==> src/rtl/chunked_subtractor.sv <==
// rtl/chunked_subtractor.sv - multi-cycle chunked subtractor recovering an addend from a sum
//
// Purpose:
//   Computes r = sum - in1 over WIDTH+1 bits, CHUNK bits per clock, LSB first.
//   The borrow is carried between chunks in a register. The recovered addend
//   appears on diff, together with underflow/overflow flags.
//
// Ports:
//   clk        in   1        clock, rising edge
//   rst        in   1        asynchronous active-high reset
//   start      in   1        request; sampled only in IDLE or DONE
//   sum        in   WIDTH+1  minuend, captured on accepted start
//   in1        in   WIDTH    subtrahend, captured on accepted start
//   busy       out  1        high while in CALC
//   done       out  1        one-cycle pulse, result valid
//   diff       out  WIDTH    recovered addend, held until the next result
//   underflow  out  1        sum < in1
//   overflow   out  1        sum - in1 > 2^WIDTH-1
//
// Configuration:
//   SUB_SATURATE_EN  when defined, diff saturates to 0 on underflow and to
//                    all-ones on overflow; otherwise diff wraps modulo 2^WIDTH.

module chunked_subtractor #(
  parameter int WIDTH = 8,
  parameter int CHUNK = 2
) (
  input  logic             clk,
  input  logic             rst,
  input  logic             start,
  input  logic [WIDTH:0]   sum,
  input  logic [WIDTH-1:0] in1,
  output logic             busy,
  output logic             done,
  output logic [WIDTH-1:0] diff,
  output logic             underflow,
  output logic             overflow
);

  localparam int NCHUNK = WIDTH / CHUNK;
  localparam int IDXW   = (NCHUNK > 1) ? $clog2(NCHUNK) : 1;

  if ((WIDTH % CHUNK) != 0) begin : g_chunk_check
    $error("chunked_subtractor: WIDTH must be a multiple of CHUNK");
  end

  localparam logic [1:0] ST_IDLE = 2'd0;
  localparam logic [1:0] ST_CALC = 2'd1;
  localparam logic [1:0] ST_DONE = 2'd2;

  logic [1:0]       state;
  logic [WIDTH:0]   sum_q;
  logic [WIDTH-1:0] in1_q;
  logic [WIDTH-1:0] res;
  logic             borrow;
  logic [IDXW-1:0]  idx;

  // Datapath operands for the chunk processed on this edge.
  logic             first;
  logic             do_step;
  logic [WIDTH:0]   op_sum;
  logic [WIDTH-1:0] op_in1;
  logic             b_in;
  logic [IDXW-1:0]  cur_idx;
  logic [CHUNK:0]   chunk_d;
  logic             bout;
  logic             last;
  logic [WIDTH-1:0] res_next;
  logic             uf_next;
  logic             of_next;
  logic [WIDTH-1:0] diff_next;

  assign busy = (state == ST_CALC);
  assign done = (state == ST_DONE);

  // A start accepted in DONE processes chunk 0 straight from the input ports
  // on the accepting edge, so back-to-back results come every NCHUNK cycles.
  assign first   = (state == ST_DONE) && start;
  assign do_step = (state == ST_CALC) || first;

  always_comb begin
    op_sum  = first ? sum : sum_q;
    op_in1  = first ? in1 : in1_q;
    b_in    = first ? 1'b0 : borrow;
    cur_idx = first ? '0 : idx;

    chunk_d = {1'b0, op_sum[cur_idx*CHUNK +: CHUNK]}
            - {1'b0, op_in1[cur_idx*CHUNK +: CHUNK]}
            - {{CHUNK{1'b0}}, b_in};
    bout    = chunk_d[CHUNK];
    last    = (cur_idx == IDXW'(NCHUNK - 1));

    res_next = first ? '0 : res;
    res_next[cur_idx*CHUNK +: CHUNK] = chunk_d[CHUNK-1:0];

    // Top bit t = sum[WIDTH] - borrow: borrowing out of it means sum < in1,
    // while a surviving 1 means the difference needs WIDTH+1 bits.
    uf_next = ~op_sum[WIDTH] & bout;
    of_next =  op_sum[WIDTH] & ~bout;

`ifdef SUB_SATURATE_EN
    if (uf_next) begin
      diff_next = '0;
    end else if (of_next) begin
      diff_next = {WIDTH{1'b1}};
    end else begin
      diff_next = res_next;
    end
`else
    diff_next = res_next;
`endif
  end

  always_ff @(posedge clk or posedge rst) begin
    if (rst) begin
      state     <= ST_IDLE;
      sum_q     <= '0;
      in1_q     <= '0;
      res       <= '0;
      borrow    <= 1'b0;
      idx       <= '0;
      diff      <= '0;
      underflow <= 1'b0;
      overflow  <= 1'b0;
    end else begin
      case (state)
        ST_IDLE: begin
          if (start) begin
            sum_q  <= sum;
            in1_q  <= in1;
            res    <= '0;
            borrow <= 1'b0;
            idx    <= '0;
            state  <= ST_CALC;
          end
        end
        ST_CALC, ST_DONE: begin
          if (do_step) begin
            if (first) begin
              sum_q <= sum;
              in1_q <= in1;
            end
            res    <= res_next;
            borrow <= bout;
            if (last) begin
              idx       <= '0;
              diff      <= diff_next;
              underflow <= uf_next;
              overflow  <= of_next;
              state     <= ST_DONE;
            end else begin
              idx   <= cur_idx + IDXW'(1);
              state <= ST_CALC;
            end
          end else begin
            state <= ST_IDLE;
          end
        end
        default: state <= ST_IDLE;
      endcase
    end
  end

endmodule

==> config.mk <==
export PLATFORM = sky130hd
export DESIGN_NAME = chunked_subtractor
export DESIGN_NICKNAME = d
export VERILOG_FILES = /design/src/rtl/chunked_subtractor.sv
export SDC_FILE = /design/constraint.sdc
export NUM_CORES = 1
export LEC_CHECK = 0
export BUFFER_PORTS_ARGS = -buffer_cell sky130_fd_sc_hd__buf_2
export CORE_ASPECT_RATIO = 2
export CORE_MARGIN = 2
export CORE_UTILIZATION = 35
export CTS_CLUSTER_SIZE = 24
export DETAILED_ROUTE_END_ITERATION = 7
export GPL_TIMING_DRIVEN = 1
export HOLD_SLACK_MARGIN = 0.05
export PLACE_DENSITY = 0.65
export SLEW_MARGIN = 25
export SYNTH_ARGS = -nofsm -noshare
export SYNTH_HDL_FRONTEND = slang
export SYNTH_SLANG_ARGS = --single-unit
==> constraint.sdc <==
create_clock -name clk -period 2.82 [get_ports clk]
set_input_delay 0.282 -clock clk [delete_from_list [all_inputs] [get_ports clk]]
set_output_delay 0.282 -clock clk [all_outputs]
set_load 0.05 [all_outputs]
==> metrics <==
status completed; Static Leak 0.00127 uW; main combinational cell family by area after synthesis multiplexers; Routability Congestion 0.932; core area 0.00631 sq mm; Reg clk slew, reported paths approximately 0.060 ns; PD cells 1240 mW/mm^2; hold_ws about 0.060 ns; vias in the first global route roughly 1800; Max-Slew Margin vs Limit about three fifths; via/cell ratio 5.29; Yosys top cell area share roughly 44%; XOR/XNOR Fraction of Synth Area 0%; total gr overflow 0; adder-cell share of the synthesized area 7.29%; CP max stage delay approximately 0.51 ns; first-pass GRT wire length between 8000 and 9000 um; clock root cell clkbuf_16; Fin Clk Skew around 0.009 ns; Max Transition Viols Final 0; most frequent cell after synthesis dfrtp_1; Iter 0 DRT Violations between 50 and 60; Mapped Area ~0.0023 sq mm; total track usage between 10% and 20%; # fillers ~590; CP max-delay cell mux4_2; flops & latches, synth 40; share of cells above drive strength 1 about two fifths; Finished Layout Cells between 300 and 400; syn avg cell area roughly 12 sq um; sequential share of the synthesized area between 40 and 50%; slew at the pin closest to its max-slew limit between 0.5 and 0.6 ns; wire per inst 16.9 um; EDFF count, synth 0; final setup vio count 0; area of all sequential standard cells roughly 0.0010 sq mm; post-synth top area cell dfrtp_1; htree depth 2; Clock Path Buffers 2; CP endpoint kind flop; I/O Buffers 31; Pre-Repair DR Iteration Count 4; worst skew pair latency about 0.28 ns; # clock sinks 40; most used cell, CP fa_1; Die Height approximately 120 um; Netlist cell types 44; top cell family by delay on the critical path adder cells; area of the die just over 0.007 sq mm; setup TNS 0 ns; Cell Chain, Critical Path mux4_2, mux2_4, fa_1, inv_1, fa_1, nor3b_4, a32oi_1, o21ai_0; die width 60.9 um; Worst setup startpoint idx[0]; ant diodes 0; complex-gate fraction of the synthesized area roughly 16%; cell count after synthesis approximately 190; # rows 41; post-DP HPWL 4060 um; fin nets 259; starting density of the core between 30 and 40%; fin crit share a little over nine tenths; DR vias between 1500 and 2000; initial antenna violation count 0; fmax around 360 MHz; Yosys warnings 0; critical path peak fanout 3; MaxCap Viol Count 0; CTS tree built; Synth async-reset ratio 100%; Worst EP arrival around 2.9 ns; Remaining DRCs 0; Post-synth top cells 40 x dfrtp_1, 11 x inv_1, 11 x mux2_2, 11 x nand3_1, 11 x o21ai_0; final hold viol count 0; area of the multi-input gates ~0.0012 sq mm; Max IR drop VDD between 0.0007 and 0.0008 V; largest net degree at the start of global routing 27; synth top area cells dfrtp_1 44%, mux2_4 6.6%, ha_1 5.5%; io pins 32; # placed instances roughly 300; overall power 3400 uW; hold buffers post-CTS 0; Primary FF master, synth dfrtp_1; Layout area overhead 21.2%; CTS Buf Count 5; Worst R2R Start idx[0]; crit path kind reg -> reg; post-placement cell area around 0.0025 sq mm; post-synthesis simple-gate area fraction 8.78%; Critical Path Start Type flop; Worst Hold Class in -> async; Final min period between 2 and 3 ns; Routed Wire Length between 5000 and 6000 um; Syn Nets 218; Finished Cell Area between 0.002 and 0.003 sq mm; CP Buf/Inv Count 1; Final ANT Viol Nets 0; worst endpoint required time 2.98 ns; multiplexer share of the synthesized area 17.8%
==> through the flow <==
stage | worst slack, ns | util (%)
after floorplan | 0.00808 | -
final | 0.0765 | 43.5
after detailed placement | -0.0442 | 40.2
after global placement | 0.0700 | 40.2
after CTS | 0.0412 | 43.2
after global routing | -0.0138 | 43.5
==> cell usage in the layout (no fill, tap or decap), types with 5 or more instances in the layout <==
| master | instances |
|---|---|
| buf_2 | 31 |
| inv_1 | 10 |
| mux2_2 | 10 |
| mux2_4 | 11 |
| nand3_1 | 11 |
| a2bb2oi_1 | 5 |
| clkbuf_16 | 5 |
| o21ai_0 | 11 |
| buf_4 | 12 |
| a21oi_1 | 5 |
| o22ai_1 | 6 |
| dfrtp_1 | 40 |
| ha_1 | 9 |
==> kinds of logic (layout without fill, tap and decap cells) <==
family / count (synthesis) / after routing
AOI/OAI and AO/OA: 49 / 49
DFF: 40 / 40
and+or+nand+nor: 36 / 36
muxes: 29 / 29
buffers and inverters: 20 / 62
adders and majority gates: 12 / 12
==> power breakdown <==
| group | switching, uW | internal [uW] | leakage (uW) |
|---|---|---|---|
| registers | 126 | 779 | 0.000507 |
| logic | 975 | 839 | 0.000677 |
| clock network | 216 | 466 | 0.0000901 |
| total | 1320 | 2080 | 0.00127 |
==> final timing paths <==
kind,endpoint,cells past startpoint,slack [ns]
max in group asynchronous,in1_q[1],3,2.20
worst min register to register,res[0],1,0.50
worst max-delay path,diff[5],8,0.08
min in group clk,in1_q[2],2,0.23
worst max register to register,diff[5],8,0.08
worst min-delay path,diff[5],2,0.06
==> what timing repair did <==
item / 4_1_cts / 5_1_grt
pin swaps: 0 / 1
gates resized for setup: 1 / 3
setup buffers: 0 / 1
setup endpoints to repair: 4 / 7
hold endpoints to repair: 0 / 0
==> sequential cells by signal (all words and copies together) (netlist names) <==
name / flops
idx: 2
overflow: 1
in1_q: 8
diff: 8
sum_q: 9
borrow: 1
underflow: 1
res: 8
state: 2
==> layer usage <==
metal / track usage, % / up-vias / wire, um
met2: 30.8 / 62 / 3160
met1: 15.7 / 818 / 1780
met3: 2.86 / 12 / 198
met5: 0 / - / 0
li1: - / 769 / -
met4: 7.47 / 0 / 157
==> cell type report <==
class,instances,share of cell area (%)
inverter,11,1.50
timing repair buffer,43,8.93
clock inverter,1,1.09
multi-input combinational,126,42.6
sequential,40,36.4
tap,86,3.92
clock buffer,7,5.56
(Power assumes the default switching activity.)
